## src/rtl/cpu_pkg.sv

```systemverilog
// Shared types and constants for the 2A03 status register block.
package cpu_pkg;

  typedef enum logic [2:0] {
    FOP_NONE = 3'd0,
    FOP_CLC  = 3'd1,
    FOP_SEC  = 3'd2,
    FOP_CLI  = 3'd3,
    FOP_SEI  = 3'd4,
    FOP_CLV  = 3'd5,
    FOP_CLD  = 3'd6,
    FOP_SED  = 3'd7
  } ctrl_flag_op_t;

  // Bit positions inside the architectural P byte.
  localparam int P_C = 0;
  localparam int P_Z = 1;
  localparam int P_I = 2;
  localparam int P_D = 3;
  localparam int P_B = 4;
  localparam int P_U = 5;
  localparam int P_V = 6;
  localparam int P_N = 7;

  // Branch flag selectors taken from opcode[7:6].
  localparam logic [1:0] BR_SEL_N = 2'b00;
  localparam logic [1:0] BR_SEL_V = 2'b01;
  localparam logic [1:0] BR_SEL_C = 2'b10;
  localparam logic [1:0] BR_SEL_Z = 2'b11;

  localparam logic [7:0] P_RESET_DEFAULT = 8'h24;

endpackage

```

## src/rtl/cpu_nmi_latch.sv

```systemverilog
// NMI falling-edge detector and pending latch; a new edge beats a coincident ack.
module cpu_nmi_latch
  import cpu_pkg::*;
(
  input  logic clock,
  input  logic reset_n,
  input  logic nmi_n,
  input  logic nmi_ack,
  output logic nmi_pending
);

  logic nmi_prev_q, nmi_prev_d;
  logic nmi_latch_q, nmi_latch_d;
  logic nmi_edge;

  always_comb begin
    nmi_edge    = nmi_prev_q & ~nmi_n;
    nmi_prev_d  = nmi_n;
    nmi_latch_d = nmi_latch_q;
    if (nmi_edge) begin
      nmi_latch_d = 1'b1;
    end else if (nmi_ack) begin
      nmi_latch_d = 1'b0;
    end
  end

  always_ff @(posedge clock) begin
    if (!reset_n) begin
      nmi_prev_q  <= 1'b1;
      nmi_latch_q <= 1'b0;
    end else begin
      nmi_prev_q  <= nmi_prev_d;
      nmi_latch_q <= nmi_latch_d;
    end
  end

  assign nmi_pending = nmi_latch_q;

endmodule

```

## src/rtl/cpu_status_intr.sv

```systemverilog
// 2A03 processor status register P, branch evaluation and NMI/IRQ qualification.
module cpu_status_intr
  import cpu_pkg::*;
#(
  parameter logic [7:0] P_RESET = P_RESET_DEFAULT
) (
  input  logic       clock,
  input  logic       reset_n,
  input  logic       alu_n,
  input  logic       alu_v,
  input  logic       alu_z,
  input  logic       alu_c,
  input  logic       upd_nz,
  input  logic       upd_c,
  input  logic       upd_v,
  input  logic       bit_mode,
  input  logic [7:0] r_data,
  input  logic       load_p,
  input  logic [2:0] flag_op,
  input  logic       push_brk,
  input  logic [2:0] branch_cond,
  input  logic       nmi_n,
  input  logic       irq_n,
  input  logic       nmi_ack,
  output logic [7:0] p_out,
  output logic       c_flag,
  output logic       i_flag,
  output logic       branch_taken,
  output logic       nmi_pending,
  output logic       irq_pending
);

  ctrl_flag_op_t fop;
  logic n_q, v_q, d_q, i_q, z_q, c_q, irq_q;
  logic n_d, v_d, d_d, i_d, z_d, c_d, irq_d;
  logic sel_flag;
  logic unused_rdata_bits;

  assign fop = ctrl_flag_op_t'(flag_op);
  // B and the constant-one bit are not stored; PLP/RTI drop them.
  assign unused_rdata_bits = ^r_data[P_U:P_B];

  // Per-flag priority: load_p > flag_op > bit_mode > ALU enable > hold.
  always_comb begin
    n_d = n_q;
    v_d = v_q;
    d_d = d_q;
    i_d = i_q;
    z_d = z_q;
    c_d = c_q;
    if (load_p) begin
      n_d = r_data[P_N];
      v_d = r_data[P_V];
      d_d = r_data[P_D];
      i_d = r_data[P_I];
      z_d = r_data[P_Z];
      c_d = r_data[P_C];
    end else begin
      if (bit_mode)    n_d = r_data[7];
      else if (upd_nz) n_d = alu_n;

      if (fop == FOP_CLV) v_d = 1'b0;
      else if (bit_mode)  v_d = r_data[6];
      else if (upd_v)     v_d = alu_v;

      if (bit_mode || upd_nz) z_d = alu_z;

      if (fop == FOP_CLC)      c_d = 1'b0;
      else if (fop == FOP_SEC) c_d = 1'b1;
      else if (upd_c)          c_d = alu_c;

      if (fop == FOP_CLI)      i_d = 1'b0;
      else if (fop == FOP_SEI) i_d = 1'b1;

      if (fop == FOP_CLD)      d_d = 1'b0;
      else if (fop == FOP_SED) d_d = 1'b1;
    end
    // Masking uses the pre-update I, giving the 6502 one-cycle poll lag.
    irq_d = ~irq_n & ~i_q;
  end

  always_ff @(posedge clock) begin
    if (!reset_n) begin
      n_q   <= P_RESET[P_N];
      v_q   <= P_RESET[P_V];
      d_q   <= P_RESET[P_D];
      i_q   <= P_RESET[P_I];
      z_q   <= P_RESET[P_Z];
      c_q   <= P_RESET[P_C];
      irq_q <= 1'b0;
    end else begin
      n_q   <= n_d;
      v_q   <= v_d;
      d_q   <= d_d;
      i_q   <= i_d;
      z_q   <= z_d;
      c_q   <= c_d;
      irq_q <= irq_d;
    end
  end

  always_comb begin
    p_out      = 8'h00;
    p_out[P_N] = n_q;
    p_out[P_V] = v_q;
    p_out[P_U] = 1'b1;
    p_out[P_B] = push_brk;
    p_out[P_D] = d_q;
    p_out[P_I] = i_q;
    p_out[P_Z] = z_q;
    p_out[P_C] = c_q;
  end

  always_comb begin
    sel_flag = 1'b0;
    case (branch_cond[2:1])
      BR_SEL_N: sel_flag = n_q;
      BR_SEL_V: sel_flag = v_q;
      BR_SEL_C: sel_flag = c_q;
      BR_SEL_Z: sel_flag = z_q;
      default:  sel_flag = 1'b0;
    endcase
    branch_taken = (sel_flag == branch_cond[0]);
  end

  assign c_flag      = c_q;
  assign i_flag      = i_q;
  assign irq_pending = irq_q;

  cpu_nmi_latch u_nmi (
    .clock       (clock),
    .reset_n     (reset_n),
    .nmi_n       (nmi_n),
    .nmi_ack     (nmi_ack),
    .nmi_pending (nmi_pending)
  );

endmodule
```

## config.mk

```make
export PLATFORM = sky130hd
export DESIGN_NAME = cpu_status_intr
export DESIGN_NICKNAME = d
export VERILOG_FILES = /design/src/rtl/cpu_pkg.sv /design/src/rtl/cpu_nmi_latch.sv /design/src/rtl/cpu_status_intr.sv
export SDC_FILE = /design/constraint.sdc
export NUM_CORES = 1
export LEC_CHECK = 0
export ABC_CLOCK_PERIOD_IN_PS = 1800
export BUFFER_PORTS_ARGS = -buffer_cell sky130_fd_sc_hd__buf_2
export CORE_UTILIZATION = 36
export CTS_CLUSTER_DIAMETER = 50
export CTS_CLUSTER_SIZE = 28
export DETAILED_ROUTE_END_ITERATION = 10
export GPL_TIMING_DRIVEN = 0
export PLACE_DENSITY = 0.84
export SLEW_MARGIN = 5
export SYNTH_ARGS = -nofsm -noshare
export SYNTH_HDL_FRONTEND = slang
export SYNTH_SLANG_ARGS = --single-unit
export TNS_END_PERCENT = 20
```

## constraint.sdc

```tcl
create_clock -name clock -period 1.8 [get_ports clock]
set_clock_uncertainty 0.2 [all_clocks]
set_input_delay 0.27 -clock clock [delete_from_list [all_inputs] [get_ports clock]]
set_output_delay 0.27 -clock clock [all_outputs]
set_load 0.1 [all_outputs]
```

==> results.md <==
- Largest family of logic cells by synthesized area: compound AO/OA/AOI/OAI gates
- DRT Wirelength: between 1000 and 1500 µm
- Register clock-pin slew on the reported worst setup and hold paths: about 0.070 ns
- Area of placed instances: 729.5 µm²
- Starting density of the core: 0.3865
- Pins Over Slew Limit: 0
- # diodes: 0
- R2r endpoint: c_flag$_SDFFE_PN0P_
- Clock buffer depth: 2
- Post-Synth Simple-Gate Area: 0.1716
- Io pins: 42
- Synth Warn #: 0
- Post-DR vias/cell: around 4.7
- Yosys reg bits: 9
- Crit start category: register
- Routed Antenna Nets: 0
- Crit. End Element: primary output
- Post-Synth Adder-Cell Area: 0
- Post-synth top area share: 0.3582
- Design area: about 800 µm²
- Setup slack, reg-to-reg: roughly 0.5 ns
- Gpl congestion: about 0.7
- Final setup fails: 1
- DP Wirelength: roughly 1100 µm
- Drt first-iter violations: 5
- RSZ-0062 raised after global routing: true
- Status: finished, violations left
- Peak fanout along the critical path: 2
- Sequential area share after synthesis: 0.3582
- Max Fclk: between 500 and 600 MHz
- Layout cells sized above 1: 0.5481
- CTS Buf Count: 3
- Fin. Hold Viols: 0
- Lkg Pwr: 0.4131 nW
- Die Y: 39.38 µm
- Sink Count: 9
- Failing checks: negative setup slack
- FF-to-FF Start: c_flag$_SDFFE_PN0P_
- Most frequent cell after synthesis: dfxtp_1
- Hold Path End: u_nmi.nmi_prev_q$_SDFF_PN1_
- Port Buffer Count: 37
- Die Span X: 39.38 µm
- Worst skew pair latency: approximately 0.26 ns
- Critical path class: reg2out
- CTS tree: done
- Nets: roughly 130
- Synth Area per Inst: between 8 and 9 µm²
- Gr ovfl total: 0
- Syn Std Cell Area: 503.0 µm²
- Setup ws final: -0.1532 ns
- CORE AREA: roughly 0.0013 mm²
- FFs w/ async S/R, synth: 0
- Part of the cycle the worst path needs: 1.085
- Layout overhead on the synthesized area: 57.46%
- Max-cap violations: 0
- Arr. time, crit path: between 1 and 1.5 ns
- Final critical-path required period: 1.953 ns
- Via count: 565
- Hold crit path type: in2reg
- FF-to-FF path depth: 4
- Die ar.: around 0.0016 mm²
- Hold depth: 2
- First-pass DRT Iterations: 2
- Cell taking the most area after synthesis: dfxtp_1
- Synth cell types: 23
- DRC viols: 0
- Initial antenna violation count: 0
- Critical Path RT: between 1 and 1.5 ns
- First-pass GRT wire length: ~1900 µm
- Post-synthesis cell count: 61
- Post-Synth XOR/XNOR Area: 0.01741
- Mapped Nets: 90
- Dominant cells by area after synthesis: dfxtp_1 (36%), buf_4 (12%), o21ai_0 (5.0%)
- Top FF cell, synth: dfxtp_1
- Root Buffer: clkbuf_4
- Min-delay src: nmi_n
- Maximum VDD drop: between 300 and 400 µV
- Most common library cells after synthesis: dfxtp_1 (9), buf_4 (8), inv_1 (6), nor2_1 (6)
- Pin count of the biggest net entering global routing: 9
- H-Tree Depth: 1
- Row count: 13
- Pre-CTS setup slack: -0.1842 ns
- Post-synth EDFFs: 0
- Vias in the first global route: about 500
- All-Layer GR Usage: 0.1872
- Compound-Gate Fraction of Synth Area: 0.1716
- Filler cell count: roughly 130
- Wire length per cell after detailed routing: 11.17 µm
- Mux contribution to synthesized area: 0.1095
- Pwr/cell area: 868.9 mW/mm²
metal layers:
| layer | global-route usage | vias to the layer above | part of all wire |
|---|---|---|---|
| li1 | - | 289 | - |
| met5 | 0 | - | 0 |
| met4 | 0.1293 | 0 | 0.013 |
| met1 | 0.1918 | 250 | 0.38 |
| met3 | 0.03409 | 2 | 0.070 |
| met2 | 0.3375 | 24 | 0.54 |
critical path, stage by stage (launching register included):
cell and delay, ns:
dfxtp_4 0.34, mux4_2 0.52, xnor2_4 0.18, buf_12 0.19
state kept, by name, indices dropped and copies added (netlist names):
| signal | flops |
|---|---|
| u_nmi.nmi_prev_q | 1 |
| irq_pending | 1 |
| c_flag | 1 |
| d_q | 1 |
| i_flag | 1 |
| u_nmi.nmi_pending | 1 |
| n_q | 1 |
| z_q | 1 |
| v_q | 1 |
cell type report:
type | count | area, µm² | share of cell area
multi-input combinational | 38 | 259.0 | 0.3270
timing repair buffer | 39 | 217.7 | 0.2749
sequential | 9 | 186.4 | 0.2354
buffer | 8 | 60.06 | 0.07583
clock buffer | 3 | 22.52 | 0.02844
inverter | 6 | 22.52 | 0.02844
tap | 15 | 18.77 | 0.02370
clock inverter | 1 | 5.005 | 0.006319
cell usage in the layout, fill, tap and decap left out, types with 2 or more instances in the layout:
cell type and count:
nand2b_1 2, o21ai_0 5, nand2_1 5, inv_1 6
buf_2 36, dfxtp_1 6, mux2_2 2, a21oi_1 3
a311oi_1 2, buf_4 9, clkbuf_4 3, nor2_1 6
dfxtp_2 2
worst max-delay path by stage:
| stage | start | endpoint | depth (start not counted) |
|---|---|---|---|
| 2_1_floorplan | c_flag$_SDFFE_PN0P_ | branch_taken | 2 |
| 3_3_place_gp | branch_cond[1] | branch_taken | 4 |
| 3_5_place_dp | branch_cond[1] | branch_taken | 4 |
| 4_1_cts | c_flag$_SDFFE_PN0P_ | branch_taken | 3 |
| 5_1_grt | v_q$_SDFFE_PN0P_ | branch_taken | 3 |
| 6_report | c_flag$_SDFFE_PN0P_ | branch_taken | 3 |
metrics by stage:
| step | util | power [mW] | TNS, ns | hold WS (ns) | cells |
|---|---|---|---|---|---|
| global placement | 0.5606 | 0.5126 | -0.1792 | 0.2308 | 113 |
| floorplan | - | 0.4550 | -0.3630 | 0.1430 | 61 |
| CTS | 0.6077 | 0.6935 | -0.1617 | 0.02636 | 119 |
| global route | 0.6087 | 0.7202 | -0.1887 | 0.02302 | 119 |
| finish | 0.6087 | 0.6882 | -0.1532 | 0.02592 | 119 |
| detailed placement | 0.5606 | 0.5179 | -0.1842 | 0.2362 | 113 |
cell families (layout without fill, tap and decap cells):
kind of cell / after synthesis / after routing
flops: 9 / 9
simple gates: 18 / 18
buf+inv: 14 / 57
compound gates: 14 / 14
other cells: 1 / 1
xor+xnor: 1 / 1
mux: 4 / 4
timing repair:
action,in CTS,in global routing
endpoints found under the setup margin,1,1
hold buffers,1,0
hold endpoints to repair,1,0
gates resized for setup,5,1
buffers inserted,1,0
pin swaps,1,0
report_power, final:
part | internal (mW) | total [mW] | switching (mW)
clock network | 0.0820 | 0.157 | 0.0746
registers | 0.214 | 0.222 | 0.00876
logic | 0.0933 | 0.309 | 0.216
total | 0.389 | 0.688 | 0.299
Power figures use the tool's default switching activity.
